$ cat src/rtl/uart_pkg.sv
// Shared UART definitions: receiver state encoding and bit-timing derivation,
// used by both the receiver and the transmitter.
package uart_pkg;

    typedef enum logic [1:0] {
        RX_IDLE  = 2'd0,
        RX_START = 2'd1,
        RX_DATA  = 2'd2,
        RX_STOP  = 2'd3
    } rx_state_t;

    function automatic int clks_per_bit(input int clk_freq, input int baud_rate);
        return clk_freq / baud_rate;
    endfunction

    function automatic int half_bit(input int clk_freq, input int baud_rate);
        return clks_per_bit(clk_freq, baud_rate) / 2;
    endfunction

endpackage

$ cat src/rtl/uart_rx_64_if.sv
// Serial input and word-level outputs of the 64-bit UART receiver.
// master: the receiver; slave: whoever drives the line and consumes words.
interface uart_rx_64_if;
    logic        rx_line;
    logic [63:0] data_out;
    logic        data_valid;
    logic        frame_err;
    logic        rx_busy;
    logic [2:0]  byte_count;

    modport master (
        input  rx_line,
        output data_out,
        output data_valid,
        output frame_err,
        output rx_busy,
        output byte_count
    );

    modport slave (
        output rx_line,
        input  data_out,
        input  data_valid,
        input  frame_err,
        input  rx_busy,
        input  byte_count
    );
endinterface

$ cat src/rtl/uart_rx.sv
// Single-byte 8N1 receiver: 2-flop synchronizer plus IDLE/START/DATA/STOP FSM,
// producing a byte with a one-cycle byte_valid or stop_err pulse.
module uart_rx
    import uart_pkg::*;
#(
    parameter int CLK_FREQ  = 27_000_000,
    parameter int BAUD_RATE = 115200
) (
    input  logic       clk,
    input  logic       rst,
    input  logic       rx_line,
    output logic [7:0] rx_byte,
    output logic       byte_valid,
    output logic       stop_err,
    output logic       busy
);
    localparam int CPB   = clks_per_bit(CLK_FREQ, BAUD_RATE);
    localparam int HALF  = half_bit(CLK_FREQ, BAUD_RATE);
    localparam int CNT_W = $clog2(CPB) + 1;
    localparam logic [CNT_W-1:0] CNT_ZERO = {CNT_W{1'b0}};
    localparam logic [CNT_W-1:0] CNT_LAST = CNT_W'(CPB - 1);
    localparam logic [CNT_W-1:0] CNT_HALF = CNT_W'(HALF - 1);

    logic             rx_meta_r;
    logic             rx_sync_r;
    rx_state_t        state_r;
    logic [CNT_W-1:0] cnt_r;
    logic [2:0]       bit_idx_r;
    logic [7:0]       shift_r;
    logic             byte_valid_r;
    logic             stop_err_r;
    logic             busy_r;

    // Synchronizer for the asynchronous line, preset to the idle level.
    always_ff @(posedge clk) begin
        if (rst) begin
            rx_meta_r <= 1'b1;
            rx_sync_r <= 1'b1;
        end else begin
            rx_meta_r <= rx_line;
            rx_sync_r <= rx_meta_r;
        end
    end

    // Byte receiver FSM with registered pulse and busy outputs.
    always_ff @(posedge clk) begin
        if (rst) begin
            state_r      <= RX_IDLE;
            cnt_r        <= CNT_ZERO;
            bit_idx_r    <= 3'd0;
            shift_r      <= 8'd0;
            byte_valid_r <= 1'b0;
            stop_err_r   <= 1'b0;
            busy_r       <= 1'b0;
        end else begin
            byte_valid_r <= 1'b0;
            stop_err_r   <= 1'b0;
            case (state_r)
                RX_IDLE: begin
                    cnt_r     <= CNT_ZERO;
                    bit_idx_r <= 3'd0;
                    if (!rx_sync_r) begin
                        state_r <= RX_START;
                        busy_r  <= 1'b1;
                    end
                end
                RX_START: begin
                    if (cnt_r == CNT_HALF) begin
                        cnt_r <= CNT_ZERO;
                        // A start bit that is gone by mid-bit is a glitch, not an error.
                        if (!rx_sync_r) begin
                            state_r <= RX_DATA;
                        end else begin
                            state_r <= RX_IDLE;
                            busy_r  <= 1'b0;
                        end
                    end else begin
                        cnt_r <= cnt_r + 1'b1;
                    end
                end
                RX_DATA: begin
                    if (cnt_r == CNT_LAST) begin
                        cnt_r              <= CNT_ZERO;
                        shift_r[bit_idx_r] <= rx_sync_r;
                        if (bit_idx_r == 3'd7) begin
                            state_r <= RX_STOP;
                        end else begin
                            bit_idx_r <= bit_idx_r + 3'd1;
                        end
                    end else begin
                        cnt_r <= cnt_r + 1'b1;
                    end
                end
                RX_STOP: begin
                    if (cnt_r == CNT_LAST) begin
                        cnt_r   <= CNT_ZERO;
                        state_r <= RX_IDLE;
                        busy_r  <= 1'b0;
                        if (rx_sync_r) begin
                            byte_valid_r <= 1'b1;
                        end else begin
                            stop_err_r <= 1'b1;
                        end
                    end else begin
                        cnt_r <= cnt_r + 1'b1;
                    end
                end
                default: begin
                    state_r <= RX_IDLE;
                    busy_r  <= 1'b0;
                    cnt_r   <= CNT_ZERO;
                end
            endcase
        end
    end

    assign rx_byte    = shift_r;
    assign byte_valid = byte_valid_r;
    assign stop_err   = stop_err_r;
    assign busy       = busy_r;

endmodule

$ cat src/rtl/uart_rx_64.sv
// 64-bit word receiver: assembles eight UART bytes (first byte = LSB byte).
// Define UART_RX_TIMEOUT_EN to discard partial words after an inter-byte gap.
module uart_rx_64
    import uart_pkg::*;
#(
    parameter int CLK_FREQ     = 27_000_000,
    parameter int BAUD_RATE    = 115200,
    parameter int TIMEOUT_BITS = 20
) (
    input logic         clk,
    input logic         rst,
    uart_rx_64_if.master bus
);
    logic [7:0]  rx_byte_s;
    logic        byte_valid_s;
    logic        stop_err_s;
    logic        busy_s;
    logic        timeout_s;

    logic [55:0] word_r;
    logic [63:0] data_r;
    logic        data_valid_r;
    logic        frame_err_r;
    logic [2:0]  byte_count_r;

    uart_rx #(
        .CLK_FREQ  (CLK_FREQ),
        .BAUD_RATE (BAUD_RATE)
    ) u_rx (
        .clk        (clk),
        .rst        (rst),
        .rx_line    (bus.rx_line),
        .rx_byte    (rx_byte_s),
        .byte_valid (byte_valid_s),
        .stop_err   (stop_err_s),
        .busy       (busy_s)
    );

`ifdef UART_RX_TIMEOUT_EN
    localparam int TO_CYCLES = TIMEOUT_BITS * clks_per_bit(CLK_FREQ, BAUD_RATE);
    localparam int TO_W      = $clog2(TO_CYCLES + 1);

    logic [TO_W-1:0] idle_cnt_r;

    assign timeout_s = (byte_count_r != 3'd0) && !busy_s && !byte_valid_s && !stop_err_s
                       && (idle_cnt_r == TO_W'(TO_CYCLES - 1));

    // Idle-gap timer: runs only while a partial word waits in IDLE.
    always_ff @(posedge clk) begin
        if (rst || busy_s || (byte_count_r == 3'd0) || timeout_s) begin
            idle_cnt_r <= {TO_W{1'b0}};
        end else begin
            idle_cnt_r <= idle_cnt_r + 1'b1;
        end
    end
`else
    assign timeout_s = 1'b0;
`endif

    // Word assembly, completion pulse and error/timeout discard.
    always_ff @(posedge clk) begin
        if (rst) begin
            word_r       <= 56'd0;
            data_r       <= 64'd0;
            data_valid_r <= 1'b0;
            frame_err_r  <= 1'b0;
            byte_count_r <= 3'd0;
        end else begin
            data_valid_r <= 1'b0;
            frame_err_r  <= 1'b0;
            if (stop_err_s || timeout_s) begin
                frame_err_r  <= 1'b1;
                word_r       <= 56'd0;
                byte_count_r <= 3'd0;
            end else if (byte_valid_s) begin
                if (byte_count_r == 3'd7) begin
                    data_r       <= {rx_byte_s, word_r};
                    data_valid_r <= 1'b1;
                    word_r       <= 56'd0;
                    byte_count_r <= 3'd0;
                end else begin
                    for (int i = 0; i < 7; i++) begin
                        if (byte_count_r == 3'(i)) begin
                            word_r[8*i +: 8] <= rx_byte_s;
                        end
                    end
                    byte_count_r <= byte_count_r + 3'd1;
                end
            end
        end
    end

    assign bus.data_out   = data_r;
    assign bus.data_valid = data_valid_r;
    assign bus.frame_err  = frame_err_r;
    assign bus.rx_busy    = busy_s;
    assign bus.byte_count = byte_count_r;

endmodule
$ cat src/flat_wrapper.sv
// flat-port wrapper written by rule: the top's interface ports become plain ports
module uart_rx_64_flat import uart_pkg::*;
#(
    parameter int CLK_FREQ     = 27_000_000,
    parameter int BAUD_RATE    = 115200,
    parameter int TIMEOUT_BITS = 20
)
  (clk, rst, bus_rx_line, bus_data_out, bus_data_valid, bus_frame_err, bus_rx_busy, bus_byte_count);
  uart_rx_64_if bus_i ();
  input logic clk;
  input logic rst;
  input wire logic [$bits(bus_i.rx_line)-1:0] bus_rx_line;
  output wire logic [$bits(bus_i.data_out)-1:0] bus_data_out;
  output wire logic [$bits(bus_i.data_valid)-1:0] bus_data_valid;
  output wire logic [$bits(bus_i.frame_err)-1:0] bus_frame_err;
  output wire logic [$bits(bus_i.rx_busy)-1:0] bus_rx_busy;
  output wire logic [$bits(bus_i.byte_count)-1:0] bus_byte_count;
  assign bus_i.rx_line = bus_rx_line;
  assign bus_data_out = bus_i.data_out;
  assign bus_data_valid = bus_i.data_valid;
  assign bus_frame_err = bus_i.frame_err;
  assign bus_rx_busy = bus_i.rx_busy;
  assign bus_byte_count = bus_i.byte_count;
  uart_rx_64 #(.CLK_FREQ(CLK_FREQ), .BAUD_RATE(BAUD_RATE), .TIMEOUT_BITS(TIMEOUT_BITS)) u_core (.clk(clk), .rst(rst), .bus(bus_i));
endmodule
$ cat config.mk
export PLATFORM = sky130hd
export DESIGN_NAME = uart_rx_64_flat
export DESIGN_NICKNAME = d
export VERILOG_FILES = /design/src/rtl/uart_pkg.sv /design/src/rtl/uart_rx_64_if.sv /design/src/rtl/uart_rx.sv /design/src/rtl/uart_rx_64.sv /design/src/flat_wrapper.sv
export SDC_FILE = /design/constraint.sdc
export NUM_CORES = 1
export LEC_CHECK = 0
export ABC_AREA = 1
export BUFFER_PORTS_ARGS = -buffer_cell sky130_fd_sc_hd__buf_2
export CORE_MARGIN = 2
export CORE_UTILIZATION = 57
export DETAILED_ROUTE_END_ITERATION = 8
export PLACE_DENSITY = 0.82
export SLEW_MARGIN = 25
export SYNTH_ARGS = -nofsm -noshare
export SYNTH_HDL_FRONTEND = slang
export SYNTH_SLANG_ARGS = --single-unit
$ cat constraint.sdc
create_clock -name clk -period 2.4 [get_ports clk]
set_input_delay 0.48 -clock clk [delete_from_list [all_inputs] [get_ports clk]]
set_output_delay 0.48 -clock clk [all_outputs]
set_load 0.1 [all_outputs]
==> impl_metrics.env <==
export IMPL_cts_buffers=17
export IMPL_ys_seq_area_frac=0.538
export IMPL_worstPathArrival_ns=2.61
export IMPL_critPathMaxFanout=58
export IMPL_post_cts_resized=0
export IMPL_cts_clk_slew_worst_paths_ns=0.06
export IMPL_hold_violations=0
export IMPL_num_io_pins=73
export IMPL_grt_pass1_vias=4635
export IMPL_vias_per_cell=5.26
export IMPL_core_sq_mm=0.00968
export IMPL_min_period_over_period=0.892
export IMPL_antenna_cells=0
export IMPL_overflow=0
export IMPL_worstPathRequired_ns=2.87
export IMPL_first_pass_iters=5
export IMPL_worst_slack_ns=0.258
export IMPL_ctsHtreeMaxLevel=4
export IMPL_syn_nets=746
export IMPL_drc=0
export IMPL_tightest_slew_ns=0.934
export IMPL_drt_iter0_drc=241
export IMPL_die_h_um=104
export IMPL_ff2ff_path_depth=7
export IMPL_synth_top_area_frac=0.538
export IMPL_setup_tns_ns=0
export IMPL_nets=819
export IMPL_syn_to_final_growth_pct=19.4
export IMPL_fin_skew_ns=0.00458
export IMPL_r2r_start="u_core.bus.byte_count[0]"
export IMPL_grt_total_usage=0.248
export IMPL_r2r_slack_ns=0.26
export IMPL_cts_hold_buf=0
export IMPL_synthArstFlopShare=0
export IMPL_place_ws_ns=0.265
export IMPL_postCtsSetupRepairBufs=0
export IMPL_min_from="bus_rx_line"
export IMPL_synthFlopType="dfxtp_1"
export IMPL_clock_path_buffers=2
export IMPL_routed_wl_um=12900
export IMPL_max_freq_mhz=467
export IMPL_drv_cap=0
export IMPL_initial_core_util=0.584
export IMPL_clkLatencyLatePin_ns=0.53
export IMPL_cts_sinks=152
export IMPL_final_layout_size_suffix_gt1_frac=0.164
export IMPL_cp_start_kind="flop"
export IMPL_antenna_left=0
export IMPL_num_vias=5001
export IMPL_cp_end_kind="flop"
export IMPL_die_w_um=104
export IMPL_grt_max_degree=71
export IMPL_num_rows=36
export IMPL_avgSynthCellArea_sq_um=7.72
export IMPL_regArea_sq_mm=0.00305
export IMPL_synth_seq_cells=152
export IMPL_p_per_area_mw_per_mm2=789
export IMPL_hold_class="in2reg"
export IMPL_yosys_warnings=0
export IMPL_setup_viol=0
export IMPL_synthCells=733
export IMPL_grt_pass1_wl_um=21500
export IMPL_max_slew_margin=0.376
export IMPL_die_area_sq_mm=0.0107
export IMPL_drv_slew=0
export IMPL_place_congestion=0.914
export IMPL_p_leak_nw=3.18
export IMPL_dp_hpwl_um=8480
export IMPL_synth_area_leaders="dfxtp_1 54%, nor2_1 13%, o21ai_0 8.8%"
export IMPL_min_delay_worst_endpoint="u_core.u_rx.rx_meta_r"
export IMPL_antenna_found_initial=0
export IMPL_wl_per_cell_um=13.6
export IMPL_finalCriticalPeriod_ns=2.14
export IMPL_netlist_area_sq_mm=0.00566
export IMPL_status="complete, no violations"
export IMPL_synth_largest_area_cell="dfxtp_1"
export IMPL_reg2reg_to="u_core.bus.data_out[10]"
export IMPL_multi_input_area_sq_mm=0.00228
export IMPL_hold_depth=2
export IMPL_io_buffers=72
export IMPL_cts_tree="built"
export IMPL_nFillCells=731
export IMPL_ir_drop_v=0.000537
export IMPL_root_buffer="clkbuf_8"
export IMPL_synth_edf_count=0
export IMPL_synth_cell_types=28
export IMPL_rsz0062_at_grt="no"
export IMPL_critPathKind="reg2reg"
-- flip-flops by register name, summed over array words and instances (netlist names), named ones only --
signal	count
u_core.u_rx.rx_byte	8
u_core.u_rx.rx_meta_r	1
u_core.u_rx.rx_sync_r	1
u_core.u_rx.byte_valid	1
u_core.bus.data_out	64
u_core.bus.byte_count	3
u_core.u_rx.busy	1
u_core.bus.data_valid	1
u_core.u_rx.bit_idx_r	3
u_core.u_rx.stop_err	1
u_core.u_rx.state_r	1
u_core.word_r	56
u_core.bus.frame_err	1
u_core.u_rx.cnt_r	9
-- routing by layer --
layer  part of all wire  GRT usage  wire [um]
met1               0.44      0.307       5640
met5                  0          0          0
met4              0.026      0.120        342
met2               0.48      0.411       6240
met3              0.056     0.0573        723
-- metrics by stage --
step | util | total power, mW | instance area, sq um | std cells | hold WS [ns]
after floorplan | - | 2.65 | 5660 | 733 | 0.389
after global placement | 0.635 | 2.67 | 6150 | 920 | 0.394
after detailed placement | 0.635 | 2.68 | 6150 | 920 | 0.400
after CTS | 0.698 | 5.36 | 6760 | 951 | 0.114
after global routing | 0.698 | 5.47 | 6760 | 951 | 0.125
final | 0.698 | 5.33 | 6760 | 951 | 0.125
-- where the power goes --
part	internal (mW)	leakage [nW]	switching, mW	total [mW]
Combinational	0.0228	1.67	0.0653	0.0880
Clock	1.71	0.290	1.00	2.71
Sequential	2.53	1.23	0.00503	2.53
Total	4.26	3.18	1.07	5.33
-- worst max-delay path by stage --
stage,from,end,slack [ns],cells past startpoint
2_1_floorplan,u_core.bus.byte_count[2],u_core.bus.data_out[61],0.14,9
3_3_place_gp,u_core.bus.byte_count[0],u_core.bus.data_out[63],0.40,7
3_5_place_dp,u_core.bus.byte_count[0],u_core.bus.data_out[41],0.26,7
4_1_cts,u_core.bus.byte_count[0],u_core.bus.data_out[41],0.24,7
5_1_grt,u_core.bus.byte_count[0],u_core.bus.data_out[56],0.01,7
6_report,u_core.bus.byte_count[0],u_core.bus.data_out[10],0.26,7
-- kinds of logic (layout without fill, tap and decap cells) --
group,Yosys count,after routing,share of synthesized area
DFF,152,152,0.538
and+or+nand+nor,319,319,0.222
xor gates and xnor gates,5,5,0.00774
adders and majority gates,10,10,0.0221
AOI/OAI and AO/OA,167,167,0.152
buffers and inverters,80,165,0.0588
-- cell usage after synthesis, types with 5 or more instances --
cell / n
nor2_1: 191
dfxtp_1: 152
nand2_1: 104
o21ai_0: 99
a21oi_1: 59
inv_1: 40
clkbuf_1: 20
ha_1: 10
nand3_1: 9
buf_2: 8
inv_2: 7
nor3_1: 5
-- worst max-delay path, cell delays in order (launching register included) --
cell and delay, ns:
dfxtp_2 0.35, ha_1 0.23, ha_1 0.30, nand2_2 0.20, nor2_4 0.05, inv_2 0.68
nor2_1 0.11, nor2_1 0.14
-- layout make-up --
cell class                      count  share of cell area
Tap cell                          133              0.0246
Multi-Input combinational cell    501               0.338
Sequential cell                   152               0.451
Timing Repair Buffer               85              0.0696
Inverter                           49              0.0272
Clock buffer                       19              0.0639
Clock inverter                     12              0.0259
-- placed cells by master, fill, tap and decap left out --
master	synthesis	routed
nand3b_1	1	1
or2_2	2	2
a211oi_1	3	3
nor3_1	5	5
nor2_1	191	191
clkinvlp_4	0	3
o21ai_2	4	4
nand4_1	1	1
nor3b_1	1	1
clkinv_4	0	1
nor2_4	2	2
inv_6	0	1
clkbuf_1	20	1
buf_2	8	72
a31oi_1	1	1
inv_1	40	40
and3_1	1	1
buf_12	0	1
ha_1	10	10
bufinv_16	0	4
inv_2	7	7
nor3_2	1	1
dfxtp_1	152	150
buf_4	0	12
nand3_1	9	9
xor2_1	4	4
clkinv_1	2	2
clkbuf_8	0	2
a21oi_1	59	59
dfxtp_2	0	2
clkbuf_16	0	16
nand2_1	104	104
nand2_2	1	1
o21ai_1	1	1
xnor2_1	1	1
o21ai_0	99	99
clkinv_2	0	3
No activity file was read; power rests on OpenSTA's default activity.
